$ cat config.mk
export PLATFORM = sky130hd
export DESIGN_NAME = countdown_timer
export DESIGN_NICKNAME = d
export VERILOG_FILES = /design/src/rtl/countdown_timer.sv
export SDC_FILE = /design/constraint.sdc
export NUM_CORES = 1
export LEC_CHECK = 0
export BUFFER_PORTS_ARGS = -buffer_cell sky130_fd_sc_hd__buf_2
export CORE_MARGIN = 2
export CORE_UTILIZATION = 55
export CTS_CLUSTER_SIZE = 16
export DETAILED_ROUTE_END_ITERATION = 12
export PLACE_DENSITY = 0.8
export SYNTH_ARGS = -nofsm -noshare
export SYNTH_HDL_FRONTEND = slang
export SYNTH_SLANG_ARGS = --single-unit
$ cat constraint.sdc
create_clock -name sys_clk -period 2.9 [get_ports sys_clk]
set_input_delay 0.725 -clock sys_clk [delete_from_list [all_inputs] [get_ports sys_clk]]
set_output_delay 0.725 -clock sys_clk [all_outputs]
set_load 0.1 [all_outputs]
$ cat src/rtl/countdown_timer.sv
// Loadable down-counter with prescaled tick, start/pause/clear control.
// Periodic reload mode when COUNTDOWN_AUTO_RELOAD_EN is defined.
module countdown_timer #(
  parameter int CLK_PER_MS = 50_000,
  parameter int TICK_MS    = 1000,
  parameter int CNT_W      = 11
) (
  input  logic             sys_clk,
  input  logic             sys_rst_n,
  input  logic             load,
  input  logic [CNT_W-1:0] load_val,
  input  logic             start,
  input  logic             pause,
  input  logic             clear,
  output logic [CNT_W-1:0] cnt_out,
  output logic             busy,
  output logic             tick,
  output logic             done
);

  localparam int TOP = CLK_PER_MS * TICK_MS;
  localparam int PW  = (TOP > 1) ? $clog2(TOP) : 1;
  localparam logic [PW-1:0] PMAX = PW'(TOP - 1);

`ifdef COUNTDOWN_AUTO_RELOAD_EN
  localparam bit AUTO_RELOAD = 1'b1;
`else
  localparam bit AUTO_RELOAD = 1'b0;
`endif

  typedef enum logic [1:0] {
    IDLE  = 2'd0,
    RUN   = 2'd1,
    PAUSE = 2'd2,
    DONE  = 2'd3
  } state_t;

  state_t           state;
  logic [PW-1:0]    psc;
  logic [CNT_W-1:0] reload;
  logic             dec;
  logic             last;
  logic             rearm;

  assign dec   = (state == RUN) && (psc == PMAX);
  assign last  = (cnt_out == CNT_W'(1));
  assign rearm = AUTO_RELOAD && (reload != '0);

  // Control FSM, prescaler, count and registered pulse outputs
  always_ff @(posedge sys_clk or negedge sys_rst_n) begin
    if (!sys_rst_n) begin
      state   <= IDLE;
      psc     <= '0;
      cnt_out <= '0;
      reload  <= '0;
      busy    <= 1'b0;
      tick    <= 1'b0;
      done    <= 1'b0;
    end else begin
      tick <= 1'b0;
      done <= 1'b0;
      if (clear) begin
        cnt_out <= '0;
        psc     <= '0;
        state   <= IDLE;
        busy    <= 1'b0;
      end else if (load) begin
        cnt_out <= load_val;
        reload  <= load_val;
        psc     <= '0;
        state   <= IDLE;
        busy    <= 1'b0;
      end else begin
        unique case (state)
          IDLE: begin
            if (start && cnt_out != '0) begin
              psc   <= '0;
              state <= RUN;
              busy  <= 1'b1;
            end
          end
          RUN: begin
            psc <= dec ? '0 : psc + PW'(1);
            if (dec && last) begin
              tick <= 1'b1;
              done <= 1'b1;
              if (rearm) begin
                cnt_out <= reload;
                if (pause) state <= PAUSE;
              end else begin
                cnt_out <= '0;
                state   <= DONE;
                busy    <= 1'b0;
              end
            end else begin
              if (dec && cnt_out != '0) begin
                tick    <= 1'b1;
                cnt_out <= cnt_out - CNT_W'(1);
              end
              if (pause) state <= PAUSE;
            end
          end
          PAUSE: begin
            if (start) state <= RUN;
          end
          DONE: begin
            cnt_out <= '0;
          end
          default: state <= IDLE;
        endcase
      end
    end
  end

endmodule

After elaboration in Yosys (flattened, before gate mapping)
Cells that the tools add are included.
{"block": "word_totals", "mem_bits_rw": 0, "wordCells": 62, "rom_bits": 0, "memories": 0, "inputBits": 17, "regBits": 42, "latch_bits": 0, "out_inout_bits": 14}
{"block": "op_classes", "magnitude_cmp": 0, "reduce_logical": 13, "bitwise": 0, "shift": 0, "mul": 0, "addsub": 2, "n_eq_ne": 10, "mux": 31, "div_mod_pow": 0}
{"operator": "26-bit two-way mux", "count": 4}
{"operator": "26-bit one-hot mux with 2 select lines", "count": 1}
{"operator": "11-bit two-way mux", "count": 4}
{"operator": "26-bit by 1-bit adder with 26-bit output (second input constant)", "count": 1}
{"operator": "26-bit equality test (second input constant)", "count": 1}
{"operator": "11-bit one-hot mux with 2 select lines", "count": 1}
{"operator": "1-bit two-way mux", "count": 13}
{"operator": "2-bit two-way mux", "count": 6}
{"operator": "11-bit by 1-bit equality test with 1-bit output (second input constant)", "count": 1}
{"operator": "11-bit nonzero test", "count": 1}
{"operator": "11-bit by 1-bit subtractor with 11-bit output (second input constant)", "count": 1}
{"operator": "4-bit inequality test (second input constant)", "count": 2}
{"operator": "4-bit nonzero test", "count": 2}
{"operator": "2-bit one-hot mux with 3 select lines", "count": 1}
{"operator": "5-bit by 3-bit inequality test with 1-bit output (second input constant)", "count": 1}
{"operator": "5-bit by 4-bit inequality test with 1-bit output (second input constant)", "count": 1}
{"operator": "5-bit nonzero test", "count": 1}
{"operator": "2-bit equality test (second input constant)", "count": 2}
{"operator": "1-bit logical AND", "count": 4}
{"operator": "4-bit by 3-bit inequality test with 1-bit output (second input constant)", "count": 1}
{"operator": "2-bit AND reduction", "count": 2}
{"operator": "4-bit AND reduction", "count": 1}
{"operator": "3-bit AND reduction", "count": 1}
{"operator": "2-bit by 1-bit equality test with 1-bit output (second input constant)", "count": 1}
{"operator": "2 further kinds", "count": 2}

Longest topological paths before layout
Gate-level depths: netlist of run 1.
{"block": "depth", "depth_word": 8, "depth_mapped": 9, "depth_no_buf": 8}

Least setup slack after synthesis of run 1
OpenSTA, ideal clock, no wires.
{"block": "synth_timing", "kind": "register to register", "from": "register cnt_out[0]", "to": "register psc[15]", "setup_ps": 69, "slack_ps": 249, "period_less_slack_ps": 2651, "path_stages_with_launch": 9, "n_path_buf": 0, "t_required_ps": 2831, "arrival_time_ps": 2582, "path_cell_list": "dfrtp_1 inv_1 ha_1 or4b_4 nor4_4 o21ai_1 nand2_1 or4_1 nand3_1"}
{"block": "synth_between", "elab_chain_cells": 4}
{"item": "from (decl)", "line": "15", "source": "output logic [CNT_W-1:0] cnt_out,"}
{"item": "from (signal assigned)", "line": "68", "source": "cnt_out <= load_val;"}
{"item": "from (signal assigned)", "line": "88", "source": "cnt_out <= reload;"}
{"item": "from (signal assigned)", "line": "98", "source": "cnt_out <= cnt_out - CNT_W'(1);"}
{"item": "11-bit nonzero test", "line": "76", "source": "if (start && cnt_out != '0) begin"}
{"item": "1-bit logical AND", "line": "76"}
{"item": "4-bit inequality test (no source line)"}
{"item": "2-bit AND reduction (no source line)"}
{"item": "to (signal assigned)", "line": "83", "source": "psc <= dec ? '0 : psc + PW'(1);"}
{"item": "to (decl)", "line": "39", "source": "logic [PW-1:0] psc;"}
Every way passes these cells.
A chain may end at the register's enable or synchronous reset.

Final worst setup path of run 1
{"block": "layout_timing", "from": "register cnt_out[0]", "to": "register psc[25]"}
Same word-level chain as after synthesis.

==> impl_results.md, run 1 <==
* Nets at 360
* FFs w/ async S/R, synth at 1.00
* Crit Reg-Reg Endpoint: psc[25]
* Final WL at 6.59 mm
* Post-CTS Setup Bufs at 0
* Slew @ Worst Pin at around 960 ps
* Vias in the first global route at about 2400
* Post-synth top area share at 0.396
* Hold Path Depth at 2
* CTS buffer count at 5
* Crit-path max FO at 9
* Layout cells sized above 1 at 0.176
* Period minus WS final at about 2500 ps
* Core Area at 4690 µm²
* Post-Synth XOR/XNOR Area at 0.0231
* Critical Path RT at between 3000 and 4000 ps
* Met1 Usage GRT at 0.361
* Synth Warn # at 0
* GP Congestion at 0.873
* PD cells at 486 nW/µm²
* CP Capture Type: flop
* Worst min-delay path category: flop to flop
* Top FF cell, synth: dfrtp_1
* Leakage at about 1.3 nW
* Commonest cells post-synth: dfrtp_1, nand2_1, nor2_1
* Synthesis-stage register bit count at 42
* DRT Pass-1 Iters at 5
* Distinct cell type count after synthesis at 58
* Max VDD drop at around 0.31 mV
* Setup ws final at approximately 390 ps
* Pins Over Slew Limit at 0
* Total I/O pin count at 31
* TritonCTS clock tree: built
* Compound-Gate Fraction of Synth Area at 0.222
* Via count at ~2500
* Antenna-violating nets left at 0
* Final setup vio count at 0
* Synthesized Nets at 331
* Post-place setup slack at 290 ps
* Drt initial violations at roughly 240
* Worst hold start: busy
* Vias per Instance at 6.34
* Most frequent cell after synthesis: dfrtp_1
* # port buffers at 30
* Clock Sinks at 42
* Largest net degree at the start of global routing at 43
* Post-synth EDFFs at 0
* Worst flop-to-flop path startpoint: cnt_out[0]
* Relative slew slack at 0.360
* Clock skew at between 7 and 8 ps
* Overall Power at roughly 1.4 mW
* Fmax at 398 MHz
* Gates resized, CTS repair at 0
* Layer with the highest usage: met2
* M3 GR Usage at 0.0453
* Mapped Cells at 307
* Drt drc at 0
* Gr usage total at 0.263
* Status: finished clean
* FF-to-FF setup slack at slightly below 400 ps
* Synth top area cells: dfrtp_1, nand2_1, o21ai_0
* Initial core utilization at 0.566
* Area leader, netlist: dfrtp_1
* M2 GR Usage at 0.425
* CP Launch Point: cnt_out[0]
* Htree depth at 2
* Detailed placer's ending HPWL at 4.68 mm
* Critical Path AT at between 2000 and 3000 ps
* Avg Inst Size Synth at between 8 and 9 µm²
* Post-CTS Hold Buffers at 0
* Die width at roughly 73 µm
* First-pass GRT wire length at between 10 and 15 mm
* Mapped Area at about 2700 µm²
* Post-synthesis mux area share at 0.00377
* Worst setup path endpoint: psc[25]
* Largest family of logic cells by synthesized area: simple AND/OR/NAND/NOR gates
* Fin Setup TNS at 0 ps
* Initial antenna violation count at 0
* Root buf cell: clkbuf_8
* Die height at approximately 73 µm
* Fin. Hold Viols at 0
* Diodes inserted at 0
* Period utilization at 0.866
* Sequential fraction of the synthesis area at 0.396
* Synthesis-to-finish area growth at 9.99%
* Die area at between 5000 and 6000 µm²
* Post-Synth Simple-Gate Area at 0.275
* Total gr overflow at 0
* Clock tree buffer depth at 2
* RSZ-0062 raised after global routing: false
* Clk_lat worst skew at between 200 and 300 ps
* Reg clk slew, reported paths at 80 ps
* Setup Crit Path Kind: flop to flop
* DR WL/cell at between 15 and 20 µm
* Number of max-cap violations at 0
* Startpoint Class: flop
* Adder-cell share of the synthesized area at 0.0330
* FP Rows at 25
* Worst-case reg-to-reg path depth at 9
## layout make-up
cell class                 instances  area (µm²)
sequential                        42        1050
tap                               54        67.6
inverter                          18        67.6
fill                             388        1770
timing repair buffer              33         173
multi-input combinational        236        1480
clock buffer                       6        82.6
## kinds of logic after synthesis
group,after synthesis
simple gates,132
compound gates,89
flops,42
buf+inv,29
xor+xnor,7
fa+ha+maj,7
mux,1
## layout by cell type (no fill, tap or decap), drive strengths merged, types with 2 or more instances in the layout
| master | synthesis | routed |
|---|---|---|
| and2 | 2 | 2 |
| inv | 18 | 18 |
| nor3 | 6 | 6 |
| nor2b | 2 | 2 |
| nor2 | 29 | 29 |
| a32oi | 3 | 3 |
| a22oi | 4 | 4 |
| nor4 | 6 | 6 |
| a31oi | 5 | 5 |
| o22ai | 6 | 6 |
| o31ai | 6 | 6 |
| o21ai | 31 | 31 |
| or2 | 2 | 2 |
| and4 | 4 | 4 |
| a21oi | 18 | 18 |
| ha | 7 | 7 |
| nand3 | 19 | 19 |
| xor2 | 6 | 6 |
| nand2 | 37 | 37 |
| and3 | 11 | 11 |
| clkbuf | 2 | 6 |
| buf | 9 | 33 |
| dfrtp | 42 | 42 |
| a211o | 2 | 2 |
| nand4 | 8 | 8 |
| o21a | 2 | 2 |
| a2111oi | 2 | 2 |
## critical path: stages, from the launching register on
cell and delay, ps:
dfrtp_1 410, inv_1 140, ha_1 250, or4b_4 510
nor4_4 210, o21ai_1 260, buf_4 250, nand4_1 100
xor2_1 150, nor2_1 60
## worst min path at each step
stage | to | slack [ps]
floorplan | busy | 430
global placement | psc[16] | 490
detailed placement | psc[16] | 500
CTS | psc[16] | 520
global route | psc[16] | 560
finish | busy | 530
## sequential cells by signal, indices dropped and copies added, names as in the netlist
register / count
busy: 1
cnt_out: 11
psc: 26
tick: 1
done: 1
state: 2
## through the flow
stage	std cells	hold slack, ps	utilization	instance area (µm²)
2_1_floorplan	307	429	-	2660
3_3_place_gp	383	489	0.605	2840
3_5_place_dp	383	502	0.605	2840
4_1_cts	389	518	0.622	2920
5_1_grt	389	561	0.622	2920
6_report	389	529	0.622	2920
## report_power, final
group          total [mW]  leakage (nW)  switching [mW]  internal [mW]
sequential          0.634         0.575          0.0257          0.608
clock               0.382        0.0431           0.198          0.184
combinational       0.405         0.682           0.307         0.0980
## metal layers
| layer | vias to the layer above | part of all wire |
|---|---|---|
| li1 | 1181 | - |
| met1 | 1172 | 0.44 |
| met2 | 100 | 0.49 |
| met3 | 13 | 0.062 |
| met4 | 0 | 0.014 |
| met5 | - | 0 |
No activity file was read; power rests on OpenSTA's default activity.
==> run 2: changes to the inputs <==
--- a/config.mk
+++ b/config.mk
@@ -11,6 +11,7 @@
 export CTS_CLUSTER_SIZE = 16
 export DETAILED_ROUTE_END_ITERATION = 12
 export PLACE_DENSITY = 0.8
+export REMOVE_ABC_BUFFERS = 1
 export SYNTH_ARGS = -nofsm -noshare
 export SYNTH_HDL_FRONTEND = slang
 export SYNTH_SLANG_ARGS = --single-unit
==> impl_results.md, run 2 (same netlist as run 1, synthesis figures left out) <==
* Status: finished clean
* Hold Path Depth at 1
* Root buf cell: clkbuf_8
* Final setup vio count at 0
* Fin. Hold Viols at 0
* Layout cells sized above 1 at 0.179
* Fmax at between 300 and 400 MHz
* Reg area at between 1000 and 1500 µm²
* Clock Sinks at 42
* Final WL at 6.23 mm
* Dpl cells at 382
* Total gr overflow at 0
* Largest regs: psc x26, cnt_out x11, state x2
* Leakage at between 1 and 1.5 nW
* Initial antenna violation count at 0
* Antenna-violating nets left at 0
* Setup ws final at roughly 290 ps
* CP Launch Point: cnt_out[1]
* Leading cell types in the layout, fill and taps excluded: dfrtp_1, nand2_1, buf_2
* Drt drc at 0
* Total I/O pin count at 31
* Non-Filler Instances at 390
* Post-CTS Hold Buffers at 0
* Clock skew at ~13 ps
* Max FFs per register at 26
* Multi-input logic area at around 1500 µm²
* Vias per Instance at between 6 and 7
* Initial core utilization at 0.566
* PD cells at around 500 nW/µm²
* # port buffers at 30
* Nets at about 360
* CP Capture Type: flop
* Drt initial violations at approximately 130
* CTS buffer count at 5
* Post-route design area at roughly 2900 µm²
* FF-to-FF setup slack at ~290 ps
* Post-place setup slack at ~160 ps
* Post-CTS Setup Bufs at 0
* First-pass GRT wire length at between 10 and 15 mm
* Finished Core Util at 0.623
* Critical Path RT at ~3000 ps
* Critical Path AT at ~2800 ps
* TritonCTS clock tree: built
* Largest net degree at the start of global routing at 43
* Worst hold start: psc[16]
* Leading cell type in the layout, fill and taps excluded: dfrtp_1
* Vias in the first global route at roughly 2300
* Detailed placer's ending HPWL at 4.47 mm
* RSZ-0062 raised after global routing: false
* Via count at approximately 2400
* Die area at 5400 µm²
* Diodes inserted at 0
* Worst min-delay path category: flop to flop
* DRT Pass-1 Iters at 4
* Gr usage total at 0.255
* Gates resized, CTS repair at 0
* Reg with most FFs: psc
* DR WL/cell at 16.0 µm
* Setup Crit Path Kind: flop to flop
* Pins Over Slew Limit at 0
* Reg clk slew, reported paths at 90 ps
* Htree depth at 2
* Slew @ Worst Pin at ~960 ps
* Period utilization at 0.902
* Clock tree buffer depth at 2
* FILL cells at approximately 440
* GP Congestion at roughly 0.88
* Worst flop-to-flop path startpoint: cnt_out[1]
* Clk_lat worst skew at 310 ps
* Synthesis-to-finish area growth at 10.2%
* Die width at approximately 73 µm
* Core Area at ~4700 µm²
* Max VDD drop at roughly 0.31 mV
* Cell Area, Placed at between 2000 and 3000 µm²
* Worst-case reg-to-reg path depth at 8
* Overall Power at ~1.4 mW
* Number of max-cap violations at 0
* Period minus WS final at ~2600 ps
* Crit-path max FO at 14
* FP Rows at 25
* Startpoint Class: flop
* Relative slew slack at 0.358
* Die height at between 70 and 80 µm
run 2: cell count changes in the layout (fill, tap and decap cells not counted), sizes merged:
cell,before,now
clkinv,0,1
buf,33,32
clkbuf,6,7
run 2: area by class of cell:
class / count / area share
Clock buffer: 7 / 0.0295
Clock inverter: 1 / 0.00171
Timing Repair Buffer: 32 / 0.0565
Tap cell: 54 / 0.0231
Inverter: 18 / 0.0231
Multi-Input combinational cell: 236 / 0.507
Sequential cell: 42 / 0.359
run 2: worst paths after layout:
check                              to
max                            psc[9]
min                           psc[16]
min in group asynchronous  cnt_out[2]
max in group asynchronous      psc[1]
min reg2reg                   psc[16]
max reg2reg                    psc[9]
run 2: report_power, final:
part           switching (mW)  total, mW  internal [mW]
Sequential             0.0259      0.634          0.608
Clock                   0.206      0.399          0.192
Combinational           0.303      0.400         0.0969
run 2: metal layers:
layer  track usage  vias to the layer above  wire length (µm)
li1              -                     1182                 -
met1         0.347                     1152              2810
met2         0.412                       66              3050
met3        0.0384                        9               285
met4        0.0929                        0                96
met5             0                        -                 0
run 2: per-stage QoR:
| stage | hold slack, ps | TNS, ps |
|---|---|---|
| after floorplan | 429 | -55.8 |
| after global placement | 487 | 0 |
| after detailed placement | 485 | 0 |
| after CTS | 498 | 0 |
| after global routing | 514 | 0 |
| final | 501 | 0 |
run 2: worst max-delay path, cell delays in order, from the launching register on:
cell     delay (ps)
dfrtp_1         390
inv_1           150
ha_1            260
or4b_4          510
nor4_4          250
o21a_1          490
nor2_2          190
nand2_1         140
o21ai_0          90
